File: config.mk
export PLATFORM = sky130hd
export DESIGN_NAME = instruc_mem_loader_flat
export DESIGN_NICKNAME = d
export VERILOG_FILES = /design/src/rtl/instruc_mem_loader_if.sv /design/src/rtl/instruc_mem_loader.sv /design/src/flat_wrapper.sv
export SDC_FILE = /design/constraint.sdc
export NUM_CORES = 1
export LEC_CHECK = 0
export ABC_AREA = 0
export CAP_MARGIN = 5
export CORE_ASPECT_RATIO = 0.6
export CORE_MARGIN = 2
export CORE_UTILIZATION = 30
export CTS_BUF_LIST = sky130_fd_sc_hd__clkbuf_8
export CTS_CLUSTER_SIZE = 10
export DETAILED_ROUTE_END_ITERATION = 10
export PLACE_DENSITY = 0.53
export SLEW_MARGIN = 40
export SYNTH_ARGS = -nofsm -noshare
export SYNTH_HDL_FRONTEND = slang
export SYNTH_SLANG_ARGS = --single-unit
File: constraint.sdc
create_clock -name clock -period 5.7 [get_ports clock]
set_clock_uncertainty 0.1 [all_clocks]
set_input_delay 0.57 -clock clock [delete_from_list [all_inputs] [get_ports clock]]
set_output_delay 0.57 -clock clock [all_outputs]
set_load 0.02 [all_outputs]
File: src/rtl/instruc_mem_loader_if.sv
// Byte-stream / instruction-memory write-port bundle for the image loader.
// master: drives byte_in, byte_valid, start; observes the write port and status.
// slave:  the loader; consumes the byte stream and drives mem_we/mem_addr/mem_din, cpu_hold, load_done, load_error.
interface instruc_mem_loader_if #(
    parameter int ADDR_W = 10
);
    logic [7:0]        byte_in;
    logic              byte_valid;
    logic              start;
    logic              mem_we;
    logic [ADDR_W-1:0] mem_addr;
    logic [31:0]       mem_din;
    logic              cpu_hold;
    logic              load_done;
    logic              load_error;

    modport master (
        output byte_in, byte_valid, start,
        input  mem_we, mem_addr, mem_din, cpu_hold, load_done, load_error
    );

    modport slave (
        input  byte_in, byte_valid, start,
        output mem_we, mem_addr, mem_din, cpu_hold, load_done, load_error
    );
endinterface

File: src/rtl/instruc_mem_loader.sv
// Instruction memory loader: 16-bit word count N (MSB first), then N big-endian words written to addresses 0..N-1.
// Ports: clock, reset (async, active-high); bus.slave carries the byte stream in and the memory write port / CPU hold / status out.
// Latency: 4th byte of a word at cycle t -> mem_we at t+1; no backpressure, a byte arriving during a write cycle is still accepted.
module instruc_mem_loader #(
    parameter int ADDR_W      = 10,
    parameter int TIMEOUT_CYC = 50000
) (
    input  logic                  clock,
    input  logic                  reset,
    instruc_mem_loader_if.slave   bus
);
    localparam logic [2:0] S_LEN_HI = 3'd0;
    localparam logic [2:0] S_LEN_LO = 3'd1;
    localparam logic [2:0] S_DATA   = 3'd2;
    localparam logic [2:0] S_DONE   = 3'd3;
    localparam logic [2:0] S_ERROR  = 3'd4;

    localparam int              TMR_W    = (TIMEOUT_CYC > 1) ? $clog2(TIMEOUT_CYC + 1) : 1;
    localparam bit              TMR_EN   = (TIMEOUT_CYC > 0);
    localparam logic [TMR_W-1:0] TMR_LAST = (TIMEOUT_CYC > 0) ? TMR_W'(TIMEOUT_CYC - 1) : '0;
    // Largest legal word count; 17 bits so 2**16 itself is representable.
    localparam logic [16:0]     DEPTH    = 17'(1) << ADDR_W;

    logic [2:0]        state;
    logic [15:0]       len_q;
    logic [31:0]       word_q;
    logic [1:0]        byte_idx;
    logic [ADDR_W:0]   word_cnt;
    logic [TMR_W-1:0]  timer;
    logic              mem_we_q;
    logic [ADDR_W-1:0] mem_addr_q;
    logic [31:0]       mem_din_q;
    logic              cpu_hold_q;
    logic              load_done_q;
    logic              load_error_q;

    logic [31:0] word_next;
    logic [16:0] len_next;
    logic        timed_out;

    assign word_next = {word_q[23:0], bus.byte_in};
    assign len_next  = {1'b0, len_q[15:8], bus.byte_in};
    // Fires on the idle cycle that would bring the timer to TIMEOUT_CYC.
    assign timed_out = TMR_EN && !bus.byte_valid && (timer == TMR_LAST);

    always_ff @(posedge clock or posedge reset) begin
        if (reset) begin
            state        <= S_LEN_HI;
            len_q        <= '0;
            word_q       <= '0;
            byte_idx     <= '0;
            word_cnt     <= '0;
            timer        <= '0;
            mem_we_q     <= 1'b0;
            mem_addr_q   <= '0;
            mem_din_q    <= '0;
            cpu_hold_q   <= 1'b1;
            load_done_q  <= 1'b0;
            load_error_q <= 1'b0;
        end else begin
            mem_we_q <= 1'b0;
            case (state)
                S_LEN_HI: begin
                    if (bus.byte_valid) begin
                        len_q[15:8] <= bus.byte_in;
                        timer       <= '0;
                        state       <= S_LEN_LO;
                    end
                end
                S_LEN_LO: begin
                    if (bus.byte_valid) begin
                        len_q[7:0] <= bus.byte_in;
                        timer      <= '0;
                        word_cnt   <= '0;
                        byte_idx   <= '0;
                        if (len_next == 17'd0) begin
                            state       <= S_DONE;
                            cpu_hold_q  <= 1'b0;
                            load_done_q <= 1'b1;
                        end else if (len_next > DEPTH) begin
                            state        <= S_ERROR;
                            load_error_q <= 1'b1;
                        end else begin
                            state <= S_DATA;
                        end
                    end else if (timed_out) begin
                        state        <= S_ERROR;
                        load_error_q <= 1'b1;
                    end else if (TMR_EN) begin
                        timer <= timer + 1'b1;
                    end
                end
                S_DATA: begin
                    // word_cnt was bumped with the write, so in the write cycle of
                    // the final word it equals N; the hold is released next cycle.
                    if (mem_we_q && (17'(word_cnt) == {1'b0, len_q})) begin
                        state       <= S_DONE;
                        cpu_hold_q  <= 1'b0;
                        load_done_q <= 1'b1;
                    end else if (bus.byte_valid) begin
                        word_q   <= word_next;
                        byte_idx <= byte_idx + 1'b1;
                        timer    <= '0;
                        if (byte_idx == 2'd3) begin
                            mem_we_q   <= 1'b1;
                            mem_addr_q <= word_cnt[ADDR_W-1:0];
                            mem_din_q  <= word_next;
                            word_cnt   <= word_cnt + 1'b1;
                        end
                    end else if (timed_out) begin
                        state        <= S_ERROR;
                        load_error_q <= 1'b1;
                    end else if (TMR_EN) begin
                        timer <= timer + 1'b1;
                    end
                end
                S_DONE: begin
                    // A byte coinciding with start is dropped: re-arm only.
                    if (bus.start) begin
                        state       <= S_LEN_HI;
                        cpu_hold_q  <= 1'b1;
                        load_done_q <= 1'b0;
                    end
                end
                S_ERROR: begin
                    if (bus.start) begin
                        state        <= S_LEN_HI;
                        load_error_q <= 1'b0;
                    end
                end
                default: state <= S_LEN_HI;
            endcase
        end
    end

    assign bus.mem_we     = mem_we_q;
    assign bus.mem_addr   = mem_addr_q;
    assign bus.mem_din    = mem_din_q;
    assign bus.cpu_hold   = cpu_hold_q;
    assign bus.load_done  = load_done_q;
    assign bus.load_error = load_error_q;
endmodule
File: src/flat_wrapper.sv
// flat-port wrapper written by rule: the top's interface ports become plain ports
module instruc_mem_loader_flat 
#(
    parameter int ADDR_W      = 10,
    parameter int TIMEOUT_CYC = 50000
)
  (clock, reset, bus_byte_in, bus_byte_valid, bus_start, bus_mem_we, bus_mem_addr, bus_mem_din, bus_cpu_hold, bus_load_done, bus_load_error);
  instruc_mem_loader_if #(.ADDR_W(ADDR_W)) bus_i ();
  input  logic clock;
  input  logic reset;
  input wire logic [$bits(bus_i.byte_in)-1:0] bus_byte_in;
  input wire logic [$bits(bus_i.byte_valid)-1:0] bus_byte_valid;
  input wire logic [$bits(bus_i.start)-1:0] bus_start;
  output wire logic [$bits(bus_i.mem_we)-1:0] bus_mem_we;
  output wire logic [$bits(bus_i.mem_addr)-1:0] bus_mem_addr;
  output wire logic [$bits(bus_i.mem_din)-1:0] bus_mem_din;
  output wire logic [$bits(bus_i.cpu_hold)-1:0] bus_cpu_hold;
  output wire logic [$bits(bus_i.load_done)-1:0] bus_load_done;
  output wire logic [$bits(bus_i.load_error)-1:0] bus_load_error;
  assign bus_i.byte_in = bus_byte_in;
  assign bus_i.byte_valid = bus_byte_valid;
  assign bus_i.start = bus_start;
  assign bus_mem_we = bus_i.mem_we;
  assign bus_mem_addr = bus_i.mem_addr;
  assign bus_mem_din = bus_i.mem_din;
  assign bus_cpu_hold = bus_i.cpu_hold;
  assign bus_load_done = bus_i.load_done;
  assign bus_load_error = bus_i.load_error;
  instruc_mem_loader #(.ADDR_W(ADDR_W), .TIMEOUT_CYC(TIMEOUT_CYC)) u_core (.clock(clock), .reset(reset), .bus(bus_i));
endmodule
==> out/qor.yml, run 1 <==
power:
  finalPower_w: 0.00224
  vdd_drop_max_mv: 0.154
  p_leak_nw: 2.90
  p_per_area_nw_per_um2: 337
placement:
  pre_cts_slack_ns: 2.77
  port_buffers: 57
  place_congestion: 0.792
  hpwlAfterDp_mm: 8.88
clock_network:
  cts_tree: "built"
  cts_made_buffers: 17
  post_cts_buffers: 0
  clk_latency_ns: 0.43
  hold_buffers: 0
  clock_path_buffers: 2
  cts_sinks: 118
  cts_resized: 0
  htree_levels: 4
  clk_pin_slew_ns: 0.08
  cts_root_buf: "clkbuf_8"
logic_synthesis:
  ys_async_sr_fraction_pct: 100
  yosys_warnings: 0
  syn_area_per_cell_um2: 12.1
  yosys.area.top_type_share_pct: 54.3
  synth.most_common_cell: "dfrtp_1"
  synth_compound_area_share_pct: 9.91
  synth-xor-area-share_pct: 1.79
  synth_common_cells: "117 x dfrtp_1, 65 x mux2_2, 40 x nand2_1"
  yosysUniqueCellTypes: 56
  synth_fa_ha_area_share_pct: 0.696
  syn_inst: 447
  synth_area_leaders: "dfrtp_1 54%, mux2_2 14%, nand2_1 2.8%, mux2_4 2.5%, o31ai_1 2.5%"
  synth_simple_gate_area_share_pct: 13.9
  synth_top_family_by_area: "multiplexers"
  syn_area_um2: 5390
  ys_seq_area_share_pct: 54.8
  synth-edff-count: 0
  synth-seq-cells: 118
  yosys.area.top_type: "dfrtp_1"
  synthMuxAreaShare_pct: 16.5
  synth_top_flop_cell: "dfrtp_1"
  synth_fp_nets: 462
layout:
  final_nets: 524
  postLayoutCoreUtil_pct: 38.2
  drive_above_1_share_pct: 24.1
  diodes: 0
  layout-area-overhead-vs-synth_pct: 23.0
detailed_routing:
  via_per_inst: 4.97
  via_count: 3756
  ant_nets: 0
  wl_mm: 12.7
  wire_per_inst_um: 16.8
  drt_iter0_markers: 217
  drc: 0
  drt_pass1_iterations: 4
floorplan:
  fp.dieH_um: 108
  num_rows: 37
  die-area_um2: 19100
  num_io_pins: 58
  core_um2: 17400
  start_util_pct: 31.1
  die_w_um: 177
grt:
  track_usage_pct: 14.0
  grt_pass1_wl_mm: 20.7
  grt_max_degree: 81
  grt_overflow: 0
  antenna_found_initial: 0
  grt_pass1_vias: 3707
critical_path:
  cp_max_fo: 34
  timing.rr.start: "u_core.word_cnt[7]$_DFFE_PP0P_"
  crit_type: "reg -> reg"
  crit_chain: "xnor2_1 > nand4_1 > o41a_1 > nand3_2 > buf_4 > inv_2 > mux2_4"
  worstPathRequired_ns: 5.91
  end_kind: "register"
  critPathArrivalTime_ns: 3.14
  critPathLaunchType: "register"
  reg2reg_slack_ns: 2.77
  crit-reg2reg-capture: "u_core.bus.mem_din[1]$_DFFE_PP0P_"
  slowest_stage: "o41a_1"
  slowest_delay_ns: 0.56
  rr_worst_depth: 7
timing:
  slew_violations: 0
  setup_viol: 0
  slew_headroom_pct: 54.3
  rsz0062_at_grt: "no"
  whs_ns: 0.401
  worst_slack_ns: 2.77
  fmax_mhz: 341
  hold_viol: 0
  setup_tns_ns: 0
  tightest_slew_ns: 0.680
  fin_crit_ns: 2.93
  post-route-period-util_pct: 51.4
run_status:
  outcome: "finished clean"
run:
  cap_violations: 0
worst_hold_path:
  hold_path_class: "in -> async"
final cells by class:
class / count / area, um^2
Tap cell: 234 / 293
Multi-Input combinational cell: 302 / 2310
Clock buffer: 17 / 234
Sequential cell: 118 / 2950
Timing Repair Buffer: 63 / 636
Inverter: 7 / 31.3
Clock inverter: 15 / 169
Fill cell: 1682 / 10700
cells by family after synthesis:
logic type | count (synthesis)
compound gates | 82
xor+xnor | 11
fa+ha+maj | 3
buf+inv | 27
flops | 118
mux | 76
simple gates | 130
per-layer routing:
metal / global-route usage [%] / up-vias / share of wire [%]
li1: - / 1786 / -
met1: 22.4 / 1889 / 54
met2: 17.9 / 79 / 40
met3: 3.00 / 2 / 5.4
met4: 4.66 / 0 / 0.31
met5: 0 / - / 0
state kept, by name (all words and copies together) (netlist names), 2 cells and up:
signal               cells
u_core.len_q            16
u_core.bus.mem_din      32
u_core.bus.mem_addr     10
u_core.word_cnt         11
u_core.byte_idx          2
u_core.word_q           24
u_core.state             3
u_core.timer            16
cells in the final DEF, fill, tap and decap left out, types with 5 or more instances in the layout:
| master | instances |
|---|---|
| buf_4 | 5 |
| o31ai_1 | 18 |
| nand2b_1 | 8 |
| nand4_1 | 13 |
| or3_1 | 7 |
| o21ai_0 | 22 |
| dfrtp_1 | 117 |
| mux2_4 | 9 |
| inv_1 | 6 |
| mux2_2 | 65 |
| a21oi_1 | 19 |
| clkdlybuf4s50_1 | 57 |
| xnor2_1 | 11 |
| inv_6 | 7 |
| nand2_1 | 40 |
| clkbuf_8 | 17 |
| or4_1 | 11 |
| nand3_1 | 10 |
| nor2_1 | 11 |
stage by stage:
stage	instance area (um^2)	cells
2_1_floorplan	5390	447
3_3_place_gp	6190	723
3_5_place_dp	6200	723
4_1_cts	6600	755
5_1_grt	6630	756
6_report	6630	756
power by group:
part	switching, W	total (W)	internal (W)
clock network	0.000387	0.000787	0.000400
logic	0.000224	0.000400	0.000176
registers	0.000106	0.00105	0.000945
total	0.000717	0.00224	0.00152
worst max-delay path by stage:
| stage | to | cells past startpoint | slack [ns] | startpoint |
|---|---|---|---|---|
| final | u_core.bus.mem_din[1]$_DFFE_PP0P_ | 7 | 2.77 | u_core.word_cnt[7]$_DFFE_PP0P_ |
| after global routing | u_core.bus.mem_din[1]$_DFFE_PP0P_ | 7 | 2.63 | u_core.word_cnt[7]$_DFFE_PP0P_ |
| after CTS | u_core.bus.mem_din[1]$_DFFE_PP0P_ | 7 | 2.77 | u_core.word_cnt[7]$_DFFE_PP0P_ |
| after detailed placement | u_core.timer[3]$_DFFE_PP0P_ | 6 | 2.77 | bus_byte_valid |
| after global placement | u_core.timer[3]$_DFFE_PP0P_ | 6 | 2.48 | bus_byte_valid |
| after floorplan | u_core.bus.load_done$_DFFE_PP0P_ | 1 | 1.90 | reset |
critical path, delay by kind of cell, from the launching register on:
kind	cells	cell delay, ns
compound gates	1	0.56
xor+xnor	1	0.19
buf+inv	2	0.70
flops	1	0.48
mux	1	0.36
simple gates	2	0.39
No activity file was read; power rests on OpenSTA's default activity.
==> inputs of run 2 (changes only) <==
clock period = 3 ns   (was 5.7 ns; I/O delays follow)
==> run 2 against run 1 <==
- utilization up 0.19 points
- sequential share of layout area is 0.23 points lower
- routed wire length rose by 1.8%
- worst setup slack worse by 2.4 ns
- critical path depth did not move
- flip-flop and latch count unchanged
==> out/qor.yml, run 2 (synthesis results as in run 1) <==
layout:
  final_nets: 530  # +1.1%
  layout-area-overhead-vs-synth_pct: 23.6
  mostFrequentLayoutCells: "117 x dfrtp_1, 65 x mux2_2, 57 x clkdlybuf4s50_1"
  fin_cells: 762  # +0.79%
  diodes: 0  # unchanged
  postLayoutCoreUtil_pct: 38.4  # +0.19 points
  largest_register_ffs: 32  # unchanged
  drive_above_1_share_pct: 24.8  # +0.67 points
  final_common_cell: "dfrtp_1"
  fillCellCount: 1687  # +0.30%
detailed_routing:
  wire_per_inst_um: 17.0  # +0.95%
  via_per_inst: 5.00  # +0.64%
  via_count: 3810  # +1.4%
  ant_nets: 0  # unchanged
  drt_iter0_markers: 281  # +29%
  drc: 0  # unchanged
  drt_pass1_iterations: 5  # +1
  wl_mm: 12.9  # +1.8%
critical_path:
  crit_family: "compound AO/OA/AOI/OAI gates"
  critPathArrivalTime_ns: 2.84  # -0.30 ns
  slowest_stage: "o41a_1"
  worst-path-buf-inv: 2  # unchanged
  worstPathRequired_ns: 3.22  # -2.69 ns
  crit_chain: "xnor2_1 > nand4_1 > o41a_1 > nand3_2 > buf_12 > inv_2 > mux2_4"
  slowest_delay_ns: 0.56  # about the same
  cp_max_fo: 34  # unchanged
  end_kind: "register"
  critPathLaunchType: "register"
  crit_type: "reg -> reg"
timing:
  hold_viol: 0  # unchanged
  fmax_mhz: 382  # +12%
  fin_crit_ns: 2.62  # -0.311 ns
  setup_tns_ns: 0  # unchanged
  worst_slack_ns: 0.381  # -2.39 ns
  slew_headroom_pct: 55.9  # +1.6 points
  slew_violations: 0  # unchanged
  post-route-period-util_pct: 87.3  # +36 points
  setup_viol: 0  # unchanged
  tightest_slew_ns: 0.658  # -0.0218 ns
  rsz0062_at_grt: "no"
power:
  vdd_drop_max_mv: 0.256  # +66%
  p_per_area_nw_per_um2: 631  # +87%
  p_leak_nw: 2.91  # +0.42%
run_status:
  outcome: "finished clean"
grt:
  grt_pass1_vias: 3680  # -0.73%
  grt_overflow: 0  # unchanged
  track_usage_pct: 14.4  # +0.47 points
  grt_max_degree: 119  # +47%
  antenna_found_initial: 0  # unchanged
  grt_pass1_wl_mm: 21.2  # +2.3%
floorplan:
  start_util_pct: 31.1  # unchanged
  die_w_um: 177  # unchanged
  core_um2: 17400  # unchanged
  num_rows: 37  # unchanged
  fp.dieH_um: 108  # unchanged
  die-area_um2: 19100  # unchanged
  num_io_pins: 58  # unchanged
clock_network:
  cts_tree: "built"
  clk_latency_ns: 0.44  # about the same
  cts_root_buf: "clkbuf_8"
  hold_buffers: 0  # unchanged
  clock_path_buffers: 2  # unchanged
  cts_made_buffers: 17  # unchanged
  clk_pin_slew_ns: 0.08  # about the same
  cts_sinks: 118  # unchanged
  cts_resized: 0  # unchanged
  post_cts_buffers: 0  # unchanged
  htree_levels: 4  # unchanged
placement:
  place_congestion: 0.824  # +4.1%
  hpwlAfterDp_mm: 8.84  # -0.38%
  pre_cts_slack_ns: 0.304  # -2.47 ns
  port_buffers: 57  # unchanged
  dp.cells: 730  # +0.97%
worst_hold_path:
  hold_path_class: "in -> async"
run:
  cap_violations: 0  # unchanged
[run 2: cell types whose count changed in the layout (fill, tap and decap cells not counted)]
cell        delta
bufinv_16      -1
o21ai_0        +1
buf_4          +4
buf_16         -1
clkinvlp_4     +3
inv_6          -2
o21ai_2        -1
buf_12         +3
[run 2: layout make-up]
type                            instances  area [um^2]  share of cell area, %
Clock inverter                         15          145                   2.18
Sequential cell                       118         2950                   44.3
Tap cell                              234          293                   4.39
Multi-Input combinational cell        302         2310                   34.7
Inverter                                7         30.0                  0.451
Timing Repair Buffer                   69          698                   10.5
Clock buffer                           17          234                   3.51
[run 2: path summary, 6_finish.rpt]
kind | slack [ns] | from | cells past startpoint | endpoint
max in group asynchronous | 2.02 | reset | 3 | u_core.word_cnt[1]$_DFFE_PP0P_
min in group clock | 0.41 | u_core.bus.mem_addr[0]$_DFFE_PP0P_ | 1 | u_core.bus.mem_addr[0]$_DFFE_PP0P_
worst max register to register | 0.38 | u_core.word_cnt[7]$_DFFE_PP0P_ | 7 | u_core.bus.mem_din[1]$_DFFE_PP0P_
worst min-delay path | 0.29 | reset | 3 | u_core.state[2]$_DFFE_PP0P_
worst max-delay path | 0.38 | u_core.word_cnt[7]$_DFFE_PP0P_ | 7 | u_core.bus.mem_din[1]$_DFFE_PP0P_
worst min register to register | 0.41 | u_core.bus.mem_addr[0]$_DFFE_PP0P_ | 1 | u_core.bus.mem_addr[0]$_DFFE_PP0P_
[run 2: tightest hold or removal path: cells and delay by family]
kind,cells,cell delay (ns)
buffers and inverters,3,0.98
[run 2: per-layer routing]
metal / routed length, um / track usage (%)
met1: 7250 / 23.5
met5: 0 / 0
met3: 543 / 3.74
met2: 5030 / 17.6
met4: 98 / 4.78
[run 2: report_power, final]
group / leakage [nW] / switching, W / internal [W]
clock network: 0.183 / 0.000740 / 0.000672
logic: 1.12 / 0.000439 / 0.000343
registers: 1.60 / 0.000213 / 0.00180
total: 2.91 / 0.00139 / 0.00281
[run 2: through the flow]
stage                     power (W)  instance area (um^2)  hold WS [ns]
after floorplan             0.00255                  5400         0.305
after global placement      0.00279                  6290         0.383
after detailed placement    0.00282                  6290         0.393
after CTS                   0.00426                  6670         0.316
after global routing        0.00445                  6670         0.349
final                       0.00420                  6670         0.287
